### config.mk
export PLATFORM = sky130hd
export DESIGN_NAME = mem_rr_arbiter
export DESIGN_NICKNAME = d
export VERILOG_FILES = /design/src/rtl/mem_rr_arbiter.sv
export SDC_FILE = /design/constraint.sdc
export NUM_CORES = 1
export LEC_CHECK = 0
export CELL_PAD_IN_SITES_DETAIL_PLACEMENT = 0
export CELL_PAD_IN_SITES_GLOBAL_PLACEMENT = 1
export CORE_UTILIZATION = 25
export DETAILED_ROUTE_END_ITERATION = 10
export GPL_ROUTABILITY_DRIVEN = 0
export PLACE_DENSITY = 0.76
export SLEW_MARGIN = 20
export SYNTH_ARGS = -nofsm -noshare
export SYNTH_HDL_FRONTEND = slang
export SYNTH_SLANG_ARGS = --single-unit
### constraint.sdc
create_clock -name clk -period 4 [get_ports clk]
set_input_delay 0.8 -clock clk [delete_from_list [all_inputs] [get_ports clk]]
set_output_delay 0.8 -clock clk [all_outputs]
set_load 0.02 [all_outputs]
### src/rtl/mem_rr_arbiter.sv
// Shares one non-pipelined 256x16 memory port among NREQ requesters, one transaction in flight.
// Define MEM_ARB_FIXED_PRIO_EN for fixed lowest-index priority instead of round-robin.
module mem_rr_arbiter #(
  parameter int unsigned NREQ = 2
) (
  input  logic                  clk,
  input  logic                  rst,
  input  logic [NREQ-1:0]       req_val_i,
  input  logic [NREQ-1:0]       req_wen_i,
  input  logic [NREQ-1:0][7:0]  req_addr_i,
  input  logic [NREQ-1:0][15:0] req_wdata_i,
  output logic [NREQ-1:0]       req_rdy_o,
  output logic [15:0]           req_rdata_o,
  output logic                  mem_val_o,
  output logic                  mem_wen_o,
  output logic [7:0]            mem_addr_o,
  output logic [15:0]           mem_wdata_o,
  input  logic [15:0]           mem_rdata_i,
  input  logic                  mem_rdy_i,
  output logic [NREQ-1:0]       gnt_o,
  output logic                  busy_o
);

  localparam int unsigned IW = (NREQ > 1) ? $clog2(NREQ) : 1;

  typedef enum logic [1:0] {
    IDLE  = 2'd0,
    ISSUE = 2'd1,
    RESP  = 2'd2
  } state_t;

  state_t          state_q;
  logic            mem_val_q;
  logic            mem_wen_q;
  logic [7:0]      mem_addr_q;
  logic [15:0]     mem_wdata_q;
  logic [15:0]     rdata_q;
  logic [NREQ-1:0] rdy_q;
  logic [NREQ-1:0] gnt_q;
  logic            busy_q;

  logic            win_vld_d;
  logic [IW-1:0]   win_idx_d;

`ifdef MEM_ARB_FIXED_PRIO_EN
  always_comb begin
    win_vld_d = 1'b0;
    win_idx_d = '0;
    for (int unsigned i = 0; i < NREQ; i++) begin
      if (!win_vld_d && req_val_i[i]) begin
        win_vld_d = 1'b1;
        win_idx_d = IW'(i);
      end
    end
  end
`else
  logic [IW-1:0] ptr_q;
  logic [IW-1:0] w_q;
  logic [IW-1:0] cand_idx;

  // Search starts one past the last winner so every requester gets a turn.
  always_comb begin
    win_vld_d = 1'b0;
    win_idx_d = '0;
    cand_idx  = '0;
    for (int unsigned off = 1; off <= NREQ; off++) begin
      cand_idx = IW'((32'(ptr_q) + off) % NREQ);
      if (!win_vld_d && req_val_i[cand_idx]) begin
        win_vld_d = 1'b1;
        win_idx_d = cand_idx;
      end
    end
  end
`endif

  always_ff @(posedge clk or posedge rst) begin
    if (rst) begin
      state_q     <= IDLE;
      mem_val_q   <= 1'b0;
      mem_wen_q   <= 1'b0;
      mem_addr_q  <= '0;
      mem_wdata_q <= '0;
      rdata_q     <= '0;
      rdy_q       <= '0;
      gnt_q       <= '0;
      busy_q      <= 1'b0;
`ifndef MEM_ARB_FIXED_PRIO_EN
      ptr_q       <= IW'(NREQ - 1);
      w_q         <= '0;
`endif
    end else begin
      case (state_q)
        IDLE: begin
          if (win_vld_d) begin
            mem_val_q   <= 1'b1;
            mem_wen_q   <= req_wen_i[win_idx_d];
            mem_addr_q  <= req_addr_i[win_idx_d];
            mem_wdata_q <= req_wdata_i[win_idx_d];
            gnt_q       <= NREQ'(1) << win_idx_d;
            busy_q      <= 1'b1;
`ifndef MEM_ARB_FIXED_PRIO_EN
            w_q         <= win_idx_d;
`endif
            state_q     <= ISSUE;
          end
        end
        ISSUE: begin
          if (mem_rdy_i) begin
            rdata_q   <= mem_rdata_i;
            mem_val_q <= 1'b0;
            rdy_q     <= gnt_q;
            state_q   <= RESP;
          end
        end
        RESP: begin
          rdy_q   <= '0;
          gnt_q   <= '0;
          busy_q  <= 1'b0;
`ifndef MEM_ARB_FIXED_PRIO_EN
          ptr_q   <= w_q;
`endif
          state_q <= IDLE;
        end
        default: state_q <= IDLE;
      endcase
    end
  end

  assign mem_val_o   = mem_val_q;
  assign mem_wen_o   = mem_wen_q;
  assign mem_addr_o  = mem_addr_q;
  assign mem_wdata_o = mem_wdata_q;
  assign req_rdy_o   = rdy_q;
  assign req_rdata_o = rdata_q;
  assign gnt_o       = gnt_q;
  assign busy_o      = busy_q;

endmodule

==> parameters.txt <==
Parameter                              Value

Final layout
  Post-route cell area    3790 um2
  Register area    1277 um2
  Final layout net count    about 340
  Multi-input gate area    1046 um2
  Most common cell after layout, fill and taps aside    sky130_fd_sc_hd__clkdlybuf4s50_1
  Number of antenna diodes    0
  # fillers    ~900
  Share of final-layout standard cells stronger than drive strength 1    29.67%
  Highest-count cells in the layout ignoring fill and taps    sky130_fd_sc_hd__clkdlybuf4s50_1 (117), sky130_fd_sc_hd__dfrtp_1 (50), sky130_fd_sc_hd__mux2_4 (34)
  Growth of design area from synthesis to finish    56.46%

Worst setup path
  R2R Setup Slk    1.77 ns
  Worst Reg-to-Reg Cells    4
  Critical path capture point type    flop
  WS Path Type    in -> reg
  Req. time, crit path    4.20 ns
  Critical Path End    mem_wdata_o[10]
  Top cell by count, worst path    sky130_fd_sc_hd__mux2_2
  Longest individual stage delay on the worst path    0.66 ns
  Data arrival time of the worst path    2.85 ns
  Crit path launch    req_val_i[1]
  Crit-path slowest cell    sky130_fd_sc_hd__a21bo_1
  Launching point of the worst reg2reg path    ptr_q
  Critical-path maximum fanout    17
  Worst reg2reg path endpoint    mem_wdata_o[10]
  Critical path startpoint category    primary input
  CP Cell Sequence    clkdlybuf4s50_1, a21bo_1, buf_4, mux2_2, mux2_2

CTS
  Quantity of hold-fixing buffers added after cts    0
  Clock tree from TritonCTS    done
  Number of CTS-inserted buffers    5
  CTS sink count    51
  Root buffer cell    sky130_fd_sc_hd__clkbuf_8
  Maximum level of the CTS H-tree    2
  Longest Clk Path Bufs    2
  Post-CTS setup repair buffer count    0
  Clock edge transition at the registers on the reported setup and hold paths    0.10 ns
  Clock insertion delay at the later pin of the skew report    0.30 ns
  Post-cts resize count    0

Yosys
  Cell taking the most area after synthesis    sky130_fd_sc_hd__dfrtp_1
  Mapped Area    2422 um2
  Seq/Total Area, Yosys    52.74%
  Area share of the largest cell type after synthesis    51.65%
  Post-synthesis cell count    156
  Mean cell area of the mapped netlist    15.53 um2
  Number of warnings printed during yosys synthesis    0
  Post-synthesis sequential element count    51
  Cell variety after synth    25
  Post-synth net total    227
  Biggest area contributors in the synthesized netlist    sky130_fd_sc_hd__dfrtp_1 (52%), sky130_fd_sc_hd__mux2_4 (21%), sky130_fd_sc_hd__mux2_2 (15%)

Power and ir drop
  Internal power    1.810 mW
  Total design power    2.763 mW
  Share of power burned in the clock network    approximately an eighth
  Combinational cell fraction of total power    53.2%
  Sw Share    34.49%
  Static Leakage    1.610 nW
  Share of power burned in registers    33.8%
  Switching power    952.8 uW
  Power per cell area    around 730 nW/um2
  Maximum VDD drop    0.0002223 V

Timing
  Clock period minus final worst setup slack    2.655 ns
  Fin. max-slew vios    0
  Final clock skew    0.009739 ns
  Final total negative setup slack    0 ns
  RSZ-0062 raised after global routing    no
  Share of the clock period used by the worst path    between 60 and 70%
  Number of hold violations in the final report    0
  Final setup violation count    0
  Max Clock Freq    0.3766 GHz
  Transition time at the pin with the least slew margin    1.032 ns
  Slew Limit Headroom    31.06%

Hold path
  Worst min path class    reg -> reg
  Cells on Worst Hold Path    1

Global routing
  Initial antenna violation count    0
  Global route overflow    0
  Vias in the first global route    1766
  Wire length of the first global-routing pass    8383 um
  Largest net degree at the start of global routing    52
  Global routing usage summed across all routing layers    10.61%

Floorplanning
  Initial Utilization    around 26%
  Die footprint    10090 um2
  Height of the die    roughly 100 um
  Core Region    9328 um2
  Die Width    approximately 100 um
  I/O pins    between 100 and 150
  Std cell rows    35

Placement
  DP HPWL    3761 um
  Cell area after placement    3677 um2
  Number of port buffers    117

Detailed routing
  Met1 routed wirelength after detailed routing    roughly 2200 um
  Avg Vias per Cell    4.107
  Routed wire length    5237 um
  Antenna violation net count after detailed routing    0
  DR top layer    met4
  Length of routed met2 wiring    approximately 2700 um
  Via Count    1651
  Length of the first detailed-routing pass in iterations    3
  Number of DRC violations after detailed-routing iteration 0    47
  Detail-routed net length per standard cell    13.03 um
  Post-route DRC violation count    0
  Met3 Wirelength    251 um

Outcome
  Run status    completed

Job
  Number of maximum-capacitance violations    0
==> sequential cells by signal (all words and copies together) (netlist names) <==
register and flops:
req_rdata_o 16, ptr_q 1, busy_o 1, req_rdy_o 2, mem_addr_o 8, mem_wdata_o 16, mem_val_o 1, mem_wen_o 1
state_q 2, gnt_o 2, w_q 1
==> per-layer routing <==
| metal | track usage [%] | vias up |
|---|---|---|
| met4 | 5.240 | 0 |
| met2 | 18.18 | 59 |
| met3 | 2.368 | 6 |
| met5 | 0 | - |
| li1 | - | 780 |
| met1 | 12.53 | 806 |
==> cell usage after synthesis <==
master / number
sky130_fd_sc_hd__dfrtp_1: 50
sky130_fd_sc_hd__mux2_4: 34
sky130_fd_sc_hd__mux2_2: 32
sky130_fd_sc_hd__nand2_1: 5
sky130_fd_sc_hd__buf_6: 4
sky130_fd_sc_hd__o21ai_0: 4
sky130_fd_sc_hd__buf_2: 3
sky130_fd_sc_hd__inv_1: 3
sky130_fd_sc_hd__a21o_1: 2
sky130_fd_sc_hd__a22o_1: 2
sky130_fd_sc_hd__nand2b_1: 2
sky130_fd_sc_hd__o22ai_1: 2
sky130_fd_sc_hd__a21bo_1: 1
sky130_fd_sc_hd__a21boi_0: 1
sky130_fd_sc_hd__a21oi_1: 1
sky130_fd_sc_hd__buf_12: 1
sky130_fd_sc_hd__buf_4: 1
sky130_fd_sc_hd__dfstp_2: 1
sky130_fd_sc_hd__nand3b_2: 1
sky130_fd_sc_hd__nor2_1: 1
sky130_fd_sc_hd__nor2_4: 1
sky130_fd_sc_hd__nor2b_1: 1
sky130_fd_sc_hd__o22a_1: 1
sky130_fd_sc_hd__or2_2: 1
sky130_fd_sc_hd__or2_4: 1
==> power by group through the flow <==
stage / clock, mW / combinational, mW / sequential (mW)
6_report: 0.361 / 1.47 / 0.933
4_1_cts: 0.379 / 1.49 / 0.938
2_1_floorplan: 0 / 0.604 / 1.21
3_5_place_dp: 0 / 1.49 / 0.941
5_1_grt: 0.396 / 1.56 / 0.972
3_3_place_gp: 0 / 1.48 / 0.935
==> worst max-delay path: cells and delay by family <==
| family | cells | cell delay [ns] |
|---|---|---|
| buffers and inverters | 2 | 0.78 |
| muxes | 2 | 0.60 |
| AOI/OAI and AO/OA | 1 | 0.66 |
==> stage by stage <==
step	utilization [%]	worst slack [ns]	std cells	hold slack (ns)
after floorplan	-	1.972	156	0.4589
after global placement	39.40	0.9923	394	0.4616
after detailed placement	39.42	0.9717	394	0.4695
after CTS	40.63	1.311	402	0.4935
after global routing	40.63	1.208	402	0.5152
final	40.63	1.345	402	0.4882
==> cell families (layout without fill, tap and decap cells) <==
family                 count (synthesis)  after routing  share of synthesized area [%]
AOI/OAI and AO/OA                     14             14                          3.977
and+or+nand+nor                       13             13                          3.254
buffers and inverters                 12            129                          4.080
DFF                                   51             51                          52.74
muxes                                 66             66                          35.95
==> cell type report <==
| type | instances | share of cell area, % |
|---|---|---|
| Sequential cell | 51 | 33.71 |
| Timing Repair Buffer | 118 | 31.10 |
| Multi-Input combinational cell | 93 | 27.60 |
| Tap cell | 129 | 4.259 |
| Clock buffer | 5 | 1.816 |
| Clock inverter | 3 | 1.155 |
| Inverter | 3 | 0.3632 |
==> how the worst min path moves through the flow <==
stage / start / to / slack (ns)
6_report: mem_val_o / mem_val_o / 0.49
5_1_grt: mem_val_o / mem_val_o / 0.52
4_1_cts: mem_val_o / mem_val_o / 0.49
3_5_place_dp: mem_val_o / mem_val_o / 0.47
3_3_place_gp: busy_o / busy_o / 0.46
2_1_floorplan: ptr_q / ptr_q / 0.46
Note: power is estimated with default switching activity, not from simulation.
